--- src/rtl/imm_extend_pipe_pkg.sv ---
// Shared encodings for the registered immediate generator: format selects and
// the skid-buffer occupancy states.
package imm_pkg;

    localparam logic [2:0] IMM_I   = 3'b000;
    localparam logic [2:0] IMM_S   = 3'b001;
    localparam logic [2:0] IMM_B   = 3'b010;
    localparam logic [2:0] IMM_J   = 3'b011;
    localparam logic [2:0] IMM_U   = 3'b100;
    localparam logic [2:0] IMM_Z   = 3'b101;
    localparam logic [2:0] IMM_SH  = 3'b110;
    localparam logic [2:0] IMM_RSV = 3'b111;

    typedef enum logic [1:0] {
        EMPTY = 2'd0,
        ONE   = 2'd1,
        FULL  = 2'd2
    } imm_buf_state_t;

endpackage

--- src/rtl/imm_extend_pipe_if.sv ---
// Handshake bundle for imm_extend_pipe: instruction in, extended immediate out.
interface imm_extend_pipe_if #(
    parameter int unsigned XLEN  = 32,
    parameter int unsigned TAG_W = 32
);
    logic             in_valid;
    logic             in_ready;
    logic [31:0]      inst;
    logic [2:0]       imm_src;
    logic [TAG_W-1:0] tag_in;
    logic             flush;
    logic             out_valid;
    logic             out_ready;
    logic [XLEN-1:0]  imm_out;
    logic [TAG_W-1:0] tag_out;
    logic             imm_err;

    modport master (
        output in_valid, inst, imm_src, tag_in, flush, out_ready,
        input  in_ready, out_valid, imm_out, tag_out, imm_err
    );

    modport slave (
        input  in_valid, inst, imm_src, tag_in, flush, out_ready,
        output in_ready, out_valid, imm_out, tag_out, imm_err
    );
endinterface

--- src/rtl/imm_decode.sv ---
// Combinational immediate extraction/extension for XLEN 32 or 64.
// IMM_ILLEGAL_FMT_EN: format 111 gives zero with err=1; otherwise it decodes as U.
module imm_decode
    import imm_pkg::*;
#(
    parameter int unsigned XLEN = 32
) (
    input  logic [31:0]     inst,
    input  logic [2:0]      imm_src,
    output logic [XLEN-1:0] imm,
    output logic            err
);
    logic [5:0]      shamt;
    logic [XLEN-1:0] imm_u;
    logic            unused_opcode;

    // Opcode bits never feed any immediate.
    assign unused_opcode = ^inst[6:0];

    // RV32 shift amounts are 5 bits; bit 25 belongs to funct7 there.
    assign shamt = (XLEN == 64) ? inst[25:20] : {1'b0, inst[24:20]};
    // U is left unshifted; the execute stage applies the << 12.
    assign imm_u = {{(XLEN-20){inst[31]}}, inst[31:12]};

    always_comb begin
        imm = imm_u;
        err = 1'b0;
        unique case (imm_src)
            IMM_I:  imm = {{(XLEN-12){inst[31]}}, inst[31:20]};
            IMM_S:  imm = {{(XLEN-12){inst[31]}}, inst[31:25], inst[11:7]};
            IMM_B:  imm = {{(XLEN-13){inst[31]}}, inst[31], inst[7], inst[30:25], inst[11:8],
                           1'b0};
            IMM_J:  imm = {{(XLEN-21){inst[31]}}, inst[31], inst[19:12], inst[20], inst[30:21],
                           1'b0};
            IMM_U:  imm = imm_u;
            IMM_Z:  imm = {{(XLEN-5){1'b0}}, inst[19:15]};
            IMM_SH: imm = {{(XLEN-6){1'b0}}, shamt};
`ifdef IMM_ILLEGAL_FMT_EN
            IMM_RSV: begin
                imm = '0;
                err = 1'b1;
            end
`else
            IMM_RSV: imm = imm_u;
`endif
            default: imm = imm_u;
        endcase
    end
endmodule

--- src/rtl/imm_extend_pipe.sv ---
// Registered immediate generator: decode on input, two-entry skid buffer
// (head + skid) with valid/ready on both sides, flush and sideband tag.
module imm_extend_pipe
    import imm_pkg::*;
#(
    parameter int unsigned XLEN  = 32,
    parameter int unsigned TAG_W = 32
) (
    input logic              clk,
    input logic              rst_n,
    imm_extend_pipe_if.slave bus
);
    imm_buf_state_t state_q, state_d;
    logic           in_ready_q;
    logic           out_valid;
    logic           push, pop;
    logic           load_head_in, load_head_skid, load_skid;

    logic [XLEN-1:0]  dec_imm;
    logic             dec_err;
    logic [XLEN-1:0]  head_imm_q, skid_imm_q;
    logic [TAG_W-1:0] head_tag_q, skid_tag_q;
    logic             head_err_q, skid_err_q;

    imm_decode #(
        .XLEN(XLEN)
    ) u_decode (
        .inst   (bus.inst),
        .imm_src(bus.imm_src),
        .imm    (dec_imm),
        .err    (dec_err)
    );

    assign out_valid = (state_q != EMPTY);
    assign push      = bus.in_valid & in_ready_q;
    assign pop       = out_valid & bus.out_ready;

    always_comb begin
        state_d        = state_q;
        load_head_in   = 1'b0;
        load_head_skid = 1'b0;
        load_skid      = 1'b0;
        if (bus.flush) begin
            state_d = EMPTY;
        end else begin
            unique case (state_q)
                EMPTY: begin
                    if (push) begin
                        state_d      = ONE;
                        load_head_in = 1'b1;
                    end
                end
                ONE: begin
                    if (push && !pop) begin
                        state_d   = FULL;
                        load_skid = 1'b1;
                    end else if (push && pop) begin
                        load_head_in = 1'b1;
                    end else if (pop) begin
                        state_d = EMPTY;
                    end
                end
                FULL: begin
                    if (pop) begin
                        state_d        = ONE;
                        load_head_skid = 1'b1;
                    end
                end
                default: state_d = EMPTY;
            endcase
        end
    end

    // in_ready is registered from the next state, so it never sees out_ready combinationally.
    always_ff @(posedge clk or negedge rst_n) begin
        if (!rst_n) begin
            state_q    <= EMPTY;
            in_ready_q <= 1'b0;
        end else begin
            state_q    <= state_d;
            in_ready_q <= (state_d != FULL);
        end
    end

    always_ff @(posedge clk or negedge rst_n) begin
        if (!rst_n) begin
            head_imm_q <= '0;
            head_tag_q <= '0;
            head_err_q <= 1'b0;
            skid_imm_q <= '0;
            skid_tag_q <= '0;
            skid_err_q <= 1'b0;
        end else begin
            if (load_head_in) begin
                head_imm_q <= dec_imm;
                head_tag_q <= bus.tag_in;
                head_err_q <= dec_err;
            end else if (load_head_skid) begin
                head_imm_q <= skid_imm_q;
                head_tag_q <= skid_tag_q;
                head_err_q <= skid_err_q;
            end
            if (load_skid) begin
                skid_imm_q <= dec_imm;
                skid_tag_q <= bus.tag_in;
                skid_err_q <= dec_err;
            end
        end
    end

    assign bus.in_ready  = in_ready_q;
    assign bus.out_valid = out_valid;
    assign bus.imm_out   = head_imm_q;
    assign bus.tag_out   = head_tag_q;
    assign bus.imm_err   = head_err_q;
endmodule

--- src/flat_wrapper.sv ---
// flat-port wrapper written by rule: the top's interface ports become plain ports
module imm_extend_pipe_flat import imm_pkg::*;
#(
    parameter int unsigned XLEN  = 32,
    parameter int unsigned TAG_W = 32
)
  (clk, rst_n, bus_in_valid, bus_inst, bus_imm_src, bus_tag_in, bus_flush, bus_out_ready, bus_in_ready, bus_out_valid, bus_imm_out, bus_tag_out, bus_imm_err);
  imm_extend_pipe_if #(.XLEN(XLEN), .TAG_W(TAG_W)) bus_i ();
  input logic clk;
  input logic rst_n;
  input wire logic [$bits(bus_i.in_valid)-1:0] bus_in_valid;
  input wire logic [$bits(bus_i.inst)-1:0] bus_inst;
  input wire logic [$bits(bus_i.imm_src)-1:0] bus_imm_src;
  input wire logic [$bits(bus_i.tag_in)-1:0] bus_tag_in;
  input wire logic [$bits(bus_i.flush)-1:0] bus_flush;
  input wire logic [$bits(bus_i.out_ready)-1:0] bus_out_ready;
  output wire logic [$bits(bus_i.in_ready)-1:0] bus_in_ready;
  output wire logic [$bits(bus_i.out_valid)-1:0] bus_out_valid;
  output wire logic [$bits(bus_i.imm_out)-1:0] bus_imm_out;
  output wire logic [$bits(bus_i.tag_out)-1:0] bus_tag_out;
  output wire logic [$bits(bus_i.imm_err)-1:0] bus_imm_err;
  assign bus_i.in_valid = bus_in_valid;
  assign bus_i.inst = bus_inst;
  assign bus_i.imm_src = bus_imm_src;
  assign bus_i.tag_in = bus_tag_in;
  assign bus_i.flush = bus_flush;
  assign bus_i.out_ready = bus_out_ready;
  assign bus_in_ready = bus_i.in_ready;
  assign bus_out_valid = bus_i.out_valid;
  assign bus_imm_out = bus_i.imm_out;
  assign bus_tag_out = bus_i.tag_out;
  assign bus_imm_err = bus_i.imm_err;
  imm_extend_pipe #(.XLEN(XLEN), .TAG_W(TAG_W)) u_core (.clk(clk), .rst_n(rst_n), .bus(bus_i));
endmodule
--- config.mk ---
export PLATFORM = sky130hd
export DESIGN_NAME = imm_extend_pipe_flat
export DESIGN_NICKNAME = d
export VERILOG_FILES = /design/src/rtl/imm_extend_pipe_pkg.sv /design/src/rtl/imm_extend_pipe_if.sv /design/src/rtl/imm_decode.sv /design/src/rtl/imm_extend_pipe.sv /design/src/flat_wrapper.sv
export SDC_FILE = /design/constraint.sdc
export NUM_CORES = 1
export LEC_CHECK = 0
export BUFFER_PORTS_ARGS = -buffer_cell sky130_fd_sc_hd__buf_2
export CAP_MARGIN = 20
export CORE_AREA = 2 2 136 138
export DETAILED_ROUTE_END_ITERATION = 8
export DIE_AREA = 0 0 138 140
export SLEW_MARGIN = 15
export SYNTH_ARGS = -nofsm -noshare
export SYNTH_HDL_FRONTEND = slang
export SYNTH_SLANG_ARGS = --single-unit
--- constraint.sdc ---
create_clock -name clk -period 4.17 [get_ports clk]
set_clock_uncertainty 0.1 [all_clocks]
set_input_delay 0.417 -clock clk [delete_from_list [all_inputs] [get_ports clk]]
set_output_delay 0.417 -clock clk [all_outputs]
set_load 0.01 [all_outputs]
---- After elaboration in Yosys (flattened, before gate mapping) ----
Cells that the tools add are included.
cells by class
  equality and inequality tests ........... 10
  mux-type cells .......................... 25
  bitwise gates (word level) .............. 2
  reductions and logical operators ........ 8
operators by type and width
  kind                  number
  $pmux W32 S7          1
  $mux W32              4
  $eq A3 B3 Y1 const B  4
  $mux W1               12
  $mux W2               6
  $eq A3 B2 Y1 const B  2
  $pmux W2 S3           1
  $reduce_bool A2 Y1    2
  $eq A3 B1 Y1 const B  1
  $logic_not A3 Y1      1
  $and A1 B1 Y1         2
  $eq A2 B1 Y1 const B  1
  $eq A2 B2 Y1 const B  1
  $logic_and A1 B1 Y1   2
  $logic_not A2 Y1      1
  $ne A2 B2 Y1 const B  1
  $pmux W1 S2           1
  $reduce_or A2 Y1      1
  $logic_not A1 Y1      1
storage, ports and cells
  output and inout port bits .............. 67
  logic and storage cells ................. 52
  register bits ........................... 132
  input port bits ......................... 72

---- Logic depth before layout (Yosys ltp) ----
  depth after elaboration ................. 8
  mapped depth ............................ 7

---- Hierarchy ----
From an unflattened synthesis, not the netlist that was laid out.
unflattened totals
  cells, all modules ...................... 473
  area, all modules ....................... 6072.1 sq um
modules (own cells, without submodules)
  module           sequential area each (sq um)  cells each  times used  area each (sq um)
  imm_extend_pipe  3328.2                        372         1           5367.6
  imm_decode       0.0                           101         1           704.4

---- Worst setup path after synthesis ----
No wires, ideal clock.
  path kind ............................... register -> register
  from .................................... register u_core.state_q[1]
  to ...................................... register u_core.skid_imm_q[18]
  path slack .............................. 2.585 ns
  path buffers ............................ 1
  required time ........................... 3.945 ns
  arrival time ............................ 1.361 ns
  cell stages (with the launch flop) ...... 5
  clock period less this slack ............ 1.585 ns
  cell sequence ........................... dfrtp_1 > and4bb_4 > and2_4 > buf_6 > mux2_2
between the ends
  longest elaborated chain between the ends .. 7
  elaborated cells between the ends (all ways) .. 8
  classes of those cells .................. 1 x eq/ne; 3 x mux; 1 x bitwise; 3 x reduce/logical
RTL lines
  what                      RTL line                source
  start: declaration        imm_extend_pipe.sv:13   imm_buf_state_t state_q, state_d;
  start signal: assignment  imm_extend_pipe.sv:80   state_q <= state_d;
  $reduce_bool A2 Y1        imm_extend_pipe.sv:34   assign out_valid = (state_q != EMPTY);
  $and A1 B1 Y1             imm_extend_pipe.sv:36   assign pop = out_valid & bus.out_ready;
  $logic_not A1 Y1          imm_extend_pipe.sv:54   if (push && !pop) begin
  $logic_and A1 B1 Y1       imm_extend_pipe.sv:54
  $mux W1                   imm_extend_pipe.sv:54
  $mux W1 (*)               imm_extend_pipe.sv:46   unique case (state_q)
  $mux W1 (*)               imm_extend_pipe.sv:43   if (bus.flush) begin
  end signal: assignment    imm_extend_pipe.sv:104  skid_imm_q <= dec_imm;
  end: declaration          imm_extend_pipe.sv:21   logic [XLEN-1:0] head_imm_q, skid_imm_q;
Mark *: on every way between the ends. The rest lies on a longest branch, timed or not.
A chain may end at the register's enable or synchronous reset.

---- Worst setup path in the final report ----
  from .................................... register u_core.state_q[0]
  to ...................................... register u_core.head_imm_q[5] (netlist: u_core.bus.imm_out[5])
between the ends
  longest elaborated chain between the ends .. 8
  elaborated cells between the ends (all ways) .. 17
  classes of those cells .................. 2 x eq/ne; 8 x mux; 1 x bitwise; 6 x reduce/logical
RTL lines
  what                                                     RTL line                                      source
  $reduce_bool A2 Y1                                       imm_extend_pipe.sv:34
  $and A1 B1 Y1                                            imm_extend_pipe.sv:36
  $logic_and A1 B1 Y1 or $logic_not A1 Y1 (tied branches)  imm_extend_pipe.sv:57, imm_extend_pipe.sv:54
  $mux W1 or $logic_and A1 B1 Y1 (tied branches)           imm_extend_pipe.sv:57, imm_extend_pipe.sv:54
  $mux W1                                                  imm_extend_pipe.sv:54
  $pmux W1 S2                                              imm_extend_pipe.sv:46
  $mux W1                                                  imm_extend_pipe.sv:43
  $mux W32 or $reduce_bool A2 Y1 (tied branches)           n/a
  end signal: assignment                                   imm_extend_pipe.sv:95                         head_imm_q <= dec_imm;
  end signal: assignment                                   imm_extend_pipe.sv:99                         head_imm_q <= skid_imm_q;
  end: declaration                                         imm_extend_pipe.sv:21
Several ways; a longest one is shown, not always the timed one.

==> metrics.txt <==
run status finished clean; port bufs 130; largest net degree at the start of global routing 110; #FFs+latches synth 109; async set or reset register ratio after synthesis 100%; top_reg_cell synth dfrtp_1; Die W 138 um; Mapped Nets 624; io pins 139; CP Class reg -> reg; max-slew violations 0; fillers 1871; Max Cap Viol 0; Placed Area 5890 um^2; buffer depth of the longest clock path 2; initial antenna violation count 0; H-Tree Depth 3; antenna diode count 0; Max-Slew Margin vs Limit 49.0%; drt total wl 13100 um; via count 4206; Core Region 17800 um^2; CTS resizes 0; hpwl dp 8480 um; row cnt 49; post-synth cell types 48; Seq/Total Area, Yosys 51.5%; Avg WL per Cell 14.9 um; layout cells sized above 1 25.0%; fin util 34.9%; antenna-violating nets left 0; fin crit period 2.40 ns; grt total ovfl 0; clock sink count 109; CP endpoint kind register; vias in the first global route 4039; Crit Path Max Fanout 33; WP data required 4.28 ns; final setup vio count 0; Max Freq 417 MHz; area of the multi-input gates 2170 um^2; DRC viols 0; sequential cell area 2730 um^2; 1st-iter DRT viols 226; Clock transition at path regs 0.08 ns; total track usage 13.7%; Post-synth EDFFs 0; unrepaired setup endpoints after global routing no; cts bufs inserted 9; full die area 19300 um^2; commonest non-fill, non-tap cell in the layout nand2_1; Post-Syn Instances 552; Arrival @ worst endpoint 2.51 ns; Final Hold Vio Count 0; Post-CTS Repair Setup Buffers 0; crit start category register; P_leak 3.17 nW; Clock Latency Late Sink 0.36 ns; Via density 4.77; Yosys warnings 0; Cell Area, Synth 5300 um^2; Least-Margin Pin Slew 0.765 ns; Pwr Density 466 nW/um^2; initial core utilization 29.8%; non-filler cells in the finished layout 881; final setup TNS 0 ns; hold_buf cts 0; commonest non-fill, non-tap cells in the layout nand2_1 (182), buf_2 (129), dfrtp_1 (109); total iterations of the first detailed-routing run 4; final worst-path cycle share 57.6%; VDD IR max 0.000231 V; Finished Cell Area 6210 um^2; dpl cells 864; Final Wtd Congestion 0.847; r2r setup slk 1.77 ns; Tot Pwr 2.89 mW; chip height 140 um; TritonCTS clock tree built; number of nets at the end of the flow 719; synthesis-to-finish area growth 17.2%; worst min path class in -> async; CTS Root Cell clkbuf_16; first-pass GRT wire length 21400 um; syn_area_per_cell 9.60 um^2
-- routing by layer --
| layer | global-route usage [%] | routed length, um |
|---|---|---|
| met2 | 20.3 | 5800 |
| met3 | 2.67 | 800 |
| met1 | 19.6 | 6280 |
| met5 | 0 | 0 |
| met4 | 5.48 | 269 |
-- flip-flops by register name, summed over array words and instances, names as in the netlist --
signal,flops
u_core.bus.tag_out,32
u_core.skid_tag_q,32
u_core.bus.imm_out,21
u_core.skid_imm_q,21
u_core.state_q,2
u_core.bus.in_ready,1
-- power by group --
group,internal [mW],switching (mW),leakage (nW)
logic,0.267,0.343,1.66
clock network,0.434,0.429,0.142
registers,1.30,0.126,1.36
-- cell families after synthesis --
| group | after synthesis | share of synthesized area (%) |
|---|---|---|
| AOI/OAI and AO/OA | 132 | 17.1 |
| xor gates and xnor gates | 3 | 0.496 |
| adders and majority gates | 1 | 0.189 |
| buffers and inverters | 54 | 7.53 |
| DFF | 109 | 51.5 |
| muxes | 20 | 3.94 |
| other | 1 | 0.0708 |
| and+or+nand+nor | 232 | 19.2 |
-- Yosys cell counts, drive strengths merged (3+ instances only) --
| master | instances | area (um^2) |
|---|---|---|
| nand3b | 7 | 52.6 |
| and2 | 3 | 23.8 |
| inv | 4 | 15.0 |
| dfrtp | 109 | 2730 |
| a21oi | 30 | 161 |
| a211oi | 10 | 75.1 |
| mux2i | 13 | 130 |
| a22oi | 38 | 285 |
| a22o | 7 | 61.3 |
| mux2 | 7 | 78.8 |
| o211ai | 3 | 22.5 |
| nand3 | 4 | 20.0 |
| o21ai | 19 | 98.9 |
| and3 | 6 | 37.5 |
| a21o | 7 | 52.6 |
| a211o | 3 | 26.3 |
| nand2 | 183 | 687 |
| a31oi | 4 | 25.0 |
| clkbuf | 8 | 30.0 |
| buf | 42 | 354 |
| nor2b | 12 | 77.6 |
| nor2 | 7 | 26.3 |
| o221ai | 7 | 61.3 |
-- through the flow --
step	hold WS [ns]	worst slack, ns
after floorplan	0.0214	2.58
after global placement	0.352	1.65
after detailed placement	0.359	1.63
after CTS	0.0634	1.74
after global routing	0.102	1.55
final	0.0443	1.77
-- area by class of cell --
type                            instances  share of cell area [%]
Sequential cell                       109                    43.9
Inverter                                4                   0.242
Multi-Input combinational cell        389                    35.0
Clock buffer                           10                    3.85
Clock inverter                          6                   0.866
Tap cell                              229                    4.61
Timing Repair Buffer                  134                    11.5
-- worst max-delay path: stages, from the launching register on --
cell,delay (ns)
dfrtp_1,0.42
and4bb_2,0.83
buf_4,0.49
nor2b_1,0.09
a211oi_1,0.25
a21oi_1,0.06
-- worst paths after layout --
check	from	end	cells past startpoint
max	u_core.state_q[0]	u_core.bus.imm_out[5]	5
min	rst_n	u_core.bus.in_ready	2
max reg2reg	u_core.state_q[0]	u_core.bus.imm_out[5]	5
min reg2reg	u_core.bus.tag_out[21]	u_core.bus.tag_out[21]	2
max in group asynchronous	rst_n	u_core.bus.tag_out[2]	2
min in group clk	bus_tag_in[13]	u_core.skid_tag_q[13]	3
(Power assumes the default switching activity.)
